**src/rtl/pipe_pkg.sv**
```systemverilog
// Shared pipeline definitions: opcode map, forwarding-source encoding and
// the per-opcode source-register usage decode.
package pipe_pkg;

  localparam logic [3:0] OP_RTYPE0 = 4'h0;
  localparam logic [3:0] OP_RTYPE1 = 4'h1;
  localparam logic [3:0] OP_RTYPE2 = 4'h2;
  localparam logic [3:0] OP_ADDI   = 4'h3;
  localparam logic [3:0] OP_ANDI   = 4'h4;
  localparam logic [3:0] OP_LW     = 4'h5;
  localparam logic [3:0] OP_SW     = 4'h6;
  localparam logic [3:0] OP_BEQ    = 4'h7;
  localparam logic [3:0] OP_BNE    = 4'h8;
  localparam logic [3:0] OP_BLT    = 4'h9;
  localparam logic [3:0] OP_J      = 4'hA;
  localparam logic [3:0] OP_CALL   = 4'hB;
  localparam logic [3:0] OP_RET    = 4'hC;

  typedef enum logic [1:0] {
    FWD_RF  = 2'b00,
    FWD_EX  = 2'b01,
    FWD_MEM = 2'b10,
    FWD_WB  = 2'b11
  } fwd_sel_e;

  // Returns {use1, use2}: whether the opcode reads RS1 / RS2.
  function automatic logic [1:0] src_use(input logic [3:0] opcode);
    logic [1:0] u;
    u = 2'b00;
    if (opcode <= OP_RTYPE2)
      u = 2'b11;
    else if (opcode <= OP_LW)
      u = 2'b10;
    else if (opcode <= OP_BLT)
      u = 2'b11;
    return u;
  endfunction

endpackage

```
**src/rtl/fwd_select.sv**
```systemverilog
// Per-operand forwarding source select; the youngest writing stage that
// targets the source register wins, and R0 never forwards.
module fwd_select
  import pipe_pkg::*;
#(
  parameter int unsigned REG_W = 3
) (
  input  logic [REG_W-1:0] rs,
  input  logic             use_src,
  input  logic [REG_W-1:0] Rd2,
  input  logic [REG_W-1:0] Rd3,
  input  logic [REG_W-1:0] Rd4,
  input  logic             EX_RegWr,
  input  logic             MEM_RegWr,
  input  logic             WB_RegWr,
  output logic [1:0]       sel
);

  fwd_sel_e sel_e;

  always_comb begin
    sel_e = FWD_RF;
    if (use_src && (rs != '0)) begin
      if (EX_RegWr && (Rd2 == rs))
        sel_e = FWD_EX;
      else if (MEM_RegWr && (Rd3 == rs))
        sel_e = FWD_MEM;
      else if (WB_RegWr && (Rd4 == rs))
        sel_e = FWD_WB;
    end
  end

  assign sel = sel_e;

endmodule

```
**src/rtl/hazard_detect_unit.sv**
```systemverilog
// ID-stage hazard unit: operand forwarding selects and a one-cycle
// load-use stall for the 5-stage 16-bit pipeline.
module hazard_detect_unit
  import pipe_pkg::*;
#(
  parameter int unsigned REG_W    = 3,
  parameter int unsigned OPCODE_W = 4
) (
  input  logic                clk,
  input  logic                rst_n,
  input  logic [OPCODE_W-1:0] opCode,
  input  logic [REG_W-1:0]    RS1,
  input  logic [REG_W-1:0]    RS2,
  input  logic [REG_W-1:0]    Rd2,
  input  logic [REG_W-1:0]    Rd3,
  input  logic [REG_W-1:0]    Rd4,
  input  logic                EX_RegWr,
  input  logic                MEM_RegWr,
  input  logic                WB_RegWr,
  input  logic                EX_MemRd,
  output logic                stall,
  output logic [1:0]          ForwardA,
  output logic [1:0]          ForwardB
);

  logic [1:0] uses;
  logic       use1;
  logic       use2;
  logic       hazard;
  logic       stall_q;
  logic [1:0] fwd_a;
  logic [1:0] fwd_b;

  assign uses = src_use(opCode);
  assign use1 = uses[1];
  assign use2 = uses[0];

  fwd_select #(.REG_W(REG_W)) u_fwd_a (
    .rs        (RS1),
    .use_src   (use1),
    .Rd2       (Rd2),
    .Rd3       (Rd3),
    .Rd4       (Rd4),
    .EX_RegWr  (EX_RegWr),
    .MEM_RegWr (MEM_RegWr),
    .WB_RegWr  (WB_RegWr),
    .sel       (fwd_a)
  );

  fwd_select #(.REG_W(REG_W)) u_fwd_b (
    .rs        (RS2),
    .use_src   (use2),
    .Rd2       (Rd2),
    .Rd3       (Rd3),
    .Rd4       (Rd4),
    .EX_RegWr  (EX_RegWr),
    .MEM_RegWr (MEM_RegWr),
    .WB_RegWr  (WB_RegWr),
    .sel       (fwd_b)
  );

  always_comb begin
    hazard = 1'b0;
    if (EX_MemRd && EX_RegWr && (Rd2 != '0))
      hazard = (use1 && (Rd2 == RS1)) || (use2 && (Rd2 == RS2));
  end

  // stall_q masks the cycle after a stall so held inputs cannot lock up the pipe.
  assign stall    = rst_n && hazard && !stall_q;
  assign ForwardA = rst_n ? fwd_a : FWD_RF;
  assign ForwardB = rst_n ? fwd_b : FWD_RF;

  always_ff @(posedge clk or negedge rst_n) begin
    if (!rst_n)
      stall_q <= 1'b0;
    else
      stall_q <= stall;
  end

endmodule

```
**config.mk**
```make
export PLATFORM = sky130hd
export DESIGN_NAME = hazard_detect_unit
export DESIGN_NICKNAME = d
export VERILOG_FILES = /design/src/rtl/pipe_pkg.sv /design/src/rtl/fwd_select.sv /design/src/rtl/hazard_detect_unit.sv
export SDC_FILE = /design/constraint.sdc
export NUM_CORES = 1
export LEC_CHECK = 0
export CELL_PAD_IN_SITES_DETAIL_PLACEMENT = 1
export CELL_PAD_IN_SITES_GLOBAL_PLACEMENT = 2
export CORE_ASPECT_RATIO = 0.6
export CORE_MARGIN = 2
export CORE_UTILIZATION = 13
export CTS_CLUSTER_SIZE = 10
export DETAILED_ROUTE_END_ITERATION = 7
export GPL_TIMING_DRIVEN = 0
export MAX_ROUTING_LAYER = met4
export PLACE_DENSITY_LB_ADDON = 0.1
export SYNTH_ARGS = -nofsm -noshare
export SYNTH_HDL_FRONTEND = slang
export SYNTH_SLANG_ARGS = --single-unit
```
**constraint.sdc**
```tcl
create_clock -name clk -period 1.2 [get_ports clk]
set_input_delay 0.24 -clock clk [delete_from_list [all_inputs] [get_ports clk]]
set_output_delay 0.24 -clock clk [all_outputs]
set_load 0.01 [all_outputs]
```
==> metrics.md, run 1 <==
| Metric | Value |
|---|---|
| Seq cells post-synth | 1 |
| Final Setup Violations | 6 |
| Most frequent cells in the layout | xnor2_1, buf_6, dlygate4sd2_1, buf_4, buf_2 |
| Post-synthesis cell type count | 17 |
| Max-capacitance violation count | 0 |
| Final Skew | 0 ps |
| Synthesized area per cell | 7.896 um^2 |
| Starting Density | 13.89% |
| Vias in the first global route | roughly 460 |
| Final worst slack | -479.4 ps |
| PortBufs | 29 |
| Initial DRC count | 29 |
| Sw Share | 41.13% |
| Post-synth net total | 70 |
| Status | complete, but fails checks |
| First-pass GRT wire length | ~2500 um |
| RSZ-0062 raised after global routing | true |
| Worst hold path type | primary input to asynchronous set/reset pin |
| FMAX | ~600 MHz |
| Largest net degree at the start of global routing | 6 |
| Detailed placement HPWL | 1300 um |
| Max reg flops | 1 |
| Die span in y | around 44 um |
| Residual DRC | 0 |
| FF-to-FF End | stall_q |
| First-pass DRT Iterations | 4 |
| Leakage | around 0.36 nW |
| Cells after Synth | between 40 and 50 |
| Logic gate share of total power | between 80% and 90% |
| Final Util | 34.15% |
| CP endpoint kind | primary output |
| Io pins | 30 |
| Diode count | 0 |
| Crit path DAT | between 1000 and 1500 ps |
| Setup TNS | -2412 ps |
| Total gr overflow | 0 |
| Post-layout minimum cycle time | 1679 ps |
| Clk pwr share | 0% |
| Metal1 wirelength | about 840 um |
| Placement Cell Area | 685.7 um^2 |
| Initial antenna violation count | 0 |
| PnR Total Power | between 0.0003 and 0.0004 W |
| # rows | 14 |
| Relative slew slack | around three quarters |
| Die width | between 70 and 80 um |
| Most common cell after layout, fill and taps aside | xnor2_1 |
| Synth warn | 0 |
| Layout cell share with drive strength beyond 1 | between 60% and 70% |
| Biggest regs | stall_q x1 |
| Clock-pin slew of the registers on the worst-case setup and hold paths | 0 ps |
| Worst-case vdd ir drop | a little over 100 uV |
| Tcrit/Tclk final | 140.0% |
| Largest register by flop count | stall_q |
| DRT Wirelength | ~1800 um |
| GP Congestion | between 0.6 and 0.7 |
| GRT Total Usage | about a tenth |
| Drt wl/cell | roughly 16 um |
| Die area | approximately 3200 um^2 |
| Mapped Area | 355.3 um^2 |
| PwrDens | between 300 and 400 nW/um^2 |
| Area growth, synth to finish | 145.8% |
| Internal | approximately 0.00020 W |
| Final hold violations | 0 |
| Filler Cell Count | around 300 |
| Worst endpoint required time | ~960 ps |
| Sequential fraction of design power | around 10% |
| R2r setup slk | 160 ps |
| Failing checks | negative setup slack |
| R2r worst-path depth | 3 |
| Insertion delay to the later sink of the worst-skew pair | 0 ps |
| Core Box Area | between 2000 and 3000 um^2 |
| Met3 routed WL | approximately 70 um |
| Final net count | approximately 110 |
| Setup Crit Path Kind | primary input to primary output |
| Vias per cell | between 4 and 5 |
| Top Layer Used | met3 |
| Via count | approximately 500 |
| Post-route cell area | 873.3 um^2 |
| Worst-Margin Slew | between 300 and 400 ps |
| Worst setup SP type | primary input |
| Reg2Reg Launch Point | stall_q |
| Part of the Yosys area used for sequential elements | 7.042% |
| Net switching power figure | 0.0001387 W |
| Antenna-violating nets left | 0 |
| Max-slew violation count | 0 |
| CP Max Fanout | 3 |
| Met2 routed WL | ~900 um |
-- cell families (layout without fill, tap and decap cells) --
kind of cell | count (synthesis) | after routing | share of synthesized area [%]
DFF | 1 | 1 | 7.041
and+or+nand+nor | 16 | 16 | 29.58
buffers and inverters | 1 | 40 | 1.055
AOI/OAI and AO/OA | 9 | 9 | 17.96
xor gates and xnor gates | 18 | 18 | 44.37
-- how the worst max path moves through the flow --
stage | depth (start not counted) | startpoint | end | slack (ps)
final | 7 | RS1[1] | stall | -480
after global routing | 7 | RS1[1] | stall | -530
after detailed placement | 6 | RS1[0] | stall | -1370
after floorplan | 4 | Rd2[0] | stall | -120
after CTS | 7 | Rd2[1] | stall | -450
after global placement | 6 | RS1[0] | stall | -1370
-- cell type report --
type	instances	area [um^2]	share of cell area (%)
multi-input combinational	43	461.7	52.87
tap	32	40.04	4.585
sequential	1	25.02	2.865
timing repair buffer	39	342.8	39.26
inverter	1	3.754	0.4298
-- Yosys cell counts, drive strengths merged --
cell type	n	area (um^2)
nand2	2	7.510
xnor2	12	105.1
a221oi	2	17.52
a31o	1	8.760
nand4b	1	8.760
o311ai	2	17.52
nand4	4	25.02
xor2	6	52.55
nand2b	3	18.77
dfrtp	1	25.02
nor2	2	7.510
o21ai	1	5.000
nor4	1	12.51
inv	1	3.750
a21oi	3	15.01
nor3	3	25.02
-- per-stage QoR --
stage	std cells	hold WS (ps)	setup WS (ps)
final	116	212.9	-479.4
after global routing	116	223.7	-527.7
after CTS	113	197.9	-448.4
after detailed placement	106	436.4	-1367
after global placement	106	447.2	-1370
after floorplan	45	-55.59	-117.8
-- critical path, cell delays in order --
cell    delay [ps]
buf_12         110
xor2_2         170
nor3_2         240
buf_4          180
nor2_4          50
nor4_4         280
buf_2          170
-- what timing repair did --
item | CTS | global route
setup buffers | 7 | 7
hold buffers | 0 | 0
resized for setup | 106 | 32
endpoints found under the setup margin | 6 | 6
pin swaps | 13 | 18
-- per-layer routing --
metal  GRT usage [%]  vias up
met4               0        0
met3          0.4556        0
met1           15.15      246
met2           17.04       15
li1                -      243
met5               -        -
-- power groups by stage --
stage          sequential [W]  combinational [W]  clock [W]
2_1_floorplan       0.0000348          0.0000885          0
3_3_place_gp        0.0000348           0.000221          0
3_5_place_dp        0.0000349           0.000221          0
4_1_cts             0.0000349           0.000248          0
5_1_grt             0.0000348           0.000323          0
6_report            0.0000348           0.000302          0
Note: power is estimated with default switching activity, not from simulation.
==> run 2, diff against run 1 <==
Settings changed: CORE_ASPECT_RATIO 0.6 to not set, CORE_UTILIZATION 13 to 24, DONT_BUFFER_PORTS set to 1.
==> run 2 against run 1 <==
Effect of this change: the flow still finishes with violations (negative setup slack); cell count shrank 44%; critical endpoint unchanged; via count shrank 27%; critical path depth shrank 3; largest power group unchanged; combinational power decreased by 38%; largest cell class unchanged; global-route usage increased by 2.7 points; first-iteration DRC count fell by 100%; hold slack improved by 250 ps; design area shrank 27%; die area fell by 43%; sequential cell count stayed put.
==> metrics.md, run 2 (synthesized netlist as in run 1, its figures left out) <==
| Metric | Value |
|---|---|
| Area growth, synth to finish | 80.28% |
| Max reg flops | 1 |
| Reg2Reg Launch Point | stall_q |
| Hold slack | 463.7 ps |
| Leakage | 0.1935 nW |
| CP Launch Point | RS2[2] |
| Initial antenna violation count | 0 |
| FMAX | between 700 and 800 MHz |
| Worst setup SP type | primary input |
| Max-capacitance violation count | 0 |
| Max-slew violation count | 0 |
| Largest register by flop count | stall_q |
| FF-to-FF End | stall_q |
| Slowest cell on crit path | nor4_4 |
| DRT Wirelength | approximately 1300 um |
| Failing checks | negative setup slack |
| Crit path DAT | 1080 ps |
| Filler Cell Count | between 100 and 150 |
| Critical path cell sequence | xor2_4 > nor3_4 > nor2_2 > nor4_4 |
| Insertion delay to the later sink of the worst-skew pair | 0 ps |
| GRT Total Usage | a little over an eighth |
| Die area | roughly 1800 um^2 |
| First-pass DRT Iterations | 1 |
| Relative slew slack | between 50% and 60% |
| Vias in the first global route | around 430 |
| Residual DRC | 0 |
| CP Max Fanout | 4 |
| Starting Density | between 20% and 30% |
| Clock-pin slew of the registers on the worst-case setup and hold paths | 0 ps |
| Via count | between 300 and 400 |
| Tcrit/Tclk final | 109.9% |
| Die width | ~42 um |
| Die span in y | 42.48 um |
| Worst-case vdd ir drop | about 110 uV |
| Vias per cell | between 5 and 6 |
| First-pass GRT wire length | roughly 1900 um |
| Total gr overflow | 0 |
| PwrDens | about 350 nW/um^2 |
| PortBufs | 0 |
| Final Setup Violations | 5 |
| # rows | 13 |
| Io pins | 30 |
| R2r worst-path depth | 2 |
| Largest net degree at the start of global routing | 6 |
| Post-layout minimum cycle time | around 1300 ps |
| Most common cell after layout, fill and taps aside | xnor2_1 |
| Most frequent cells in the layout | xnor2_1, xnor2_2, nand4_1, buf_4 |
| Initial DRC count | 0 |
| Max incr delay on CP | around 340 ps |
| RSZ-0062 raised after global routing | true |
| CP endpoint kind | primary output |
| Worst endpoint required time | about 960 ps |
| Detailed placement HPWL | slightly above 1000 um |
| Final hold violations | 0 |
| Final worst slack | -118.4 ps |
| Drt wl/cell | slightly above 20 um |
| Setup Crit Path Kind | primary input to primary output |
| Worst-Margin Slew | ~670 ps |
| Worst hold path type | primary input to asynchronous set/reset pin |
| GP Congestion | between 0.6 and 0.7 |
| Layout cell share with drive strength beyond 1 | between 50 and 60% |
| Critical Path End | stall |
| Setup WS pre-CTS | -271.4 ps |
| Final Skew | 0 ps |
| Final net count | 77 |
| Antenna-violating nets left | 0 |
| Biggest regs | stall_q x1 |
| Final Util | a little under half |
| Diode count | 0 |
| Core Box Area | between 1000 and 1500 um^2 |
| R2r setup slk | about 130 ps |
| Status | complete, but fails checks |
## run 2: cell count changes in the layout (fill, tap and decap cells not counted), moves of 3 or more
cell,previous run,this run
buf_6,7,0
xor2_1,3,0
xor2_4,0,3
xnor2_2,2,5
clkbuf_2,5,0
buf_2,6,0
buf_8,3,0
buf_4,7,4
xnor2_1,10,6
dlygate4sd2_1,7,0
## run 2: through the flow
step | TNS (ps) | area (um^2) | total power (W) | std cells
floorplan | -140.0 | 355.3 | 0.0001233 | 45
global placement | -572.0 | 374.1 | 0.0001317 | 60
detailed placement | -697.3 | 374.1 | 0.0001364 | 60
CTS | -429.3 | 437.9 | 0.0001609 | 62
global route | -614.7 | 640.6 | 0.0002351 | 65
finish | -244.0 | 640.6 | 0.0002225 | 65
## run 2: timing repair
action / 4_1_cts / 5_1_grt
endpoints found under the hold margin: 1 / 0
buffers inserted: 1 / 3
hold buffers: 1 / 0
pin swaps: 3 / 12
gates cloned: 0 / 0
endpoints found under the setup margin: 6 / 6
resized for setup: 9 / 22
## run 2: area by class of cell
type	instances	area (um^2)	share of cell area [%]
Sequential cell	1	25.02	3.906
Tap cell	15	18.77	2.930
Inverter	1	3.754	0.5859
Timing Repair Buffer	5	40.04	6.250
Multi-Input combinational cell	43	553.0	86.33
## run 2: metal layers
metal  GRT usage (%)  vias to the layer above  wire [um]
met5               -                        -          0
met4               0                        0          8
met3           3.448                        2        152
met2           22.77                       26        753
met1           16.24                      170        429
li1                -                      172          -
## run 2: worst min path at each step
| stage | start | to | slack [ps] | depth (start not counted) |
|---|---|---|---|---|
| 6_report | rst_n | stall_q | 460 | 1 |
| 5_1_grt | rst_n | stall_q | 480 | 1 |
| 4_1_cts | rst_n | stall_q | 470 | 1 |
| 3_5_place_dp | rst_n | stall_q | -60 | 0 |
| 3_3_place_gp | rst_n | stall_q | -60 | 0 |
| 2_1_floorplan | rst_n | stall_q | -60 | 0 |
## run 2: critical path, delay by kind of cell
kind | cells | cell delay, ps
simple gates | 3 | 670
xor+xnor | 1 | 170
## run 2: power by group
part	internal, W	switching (W)
sequential	0.0000348	0.0000000774
combinational	0.000109	0.0000782
clock	0	0
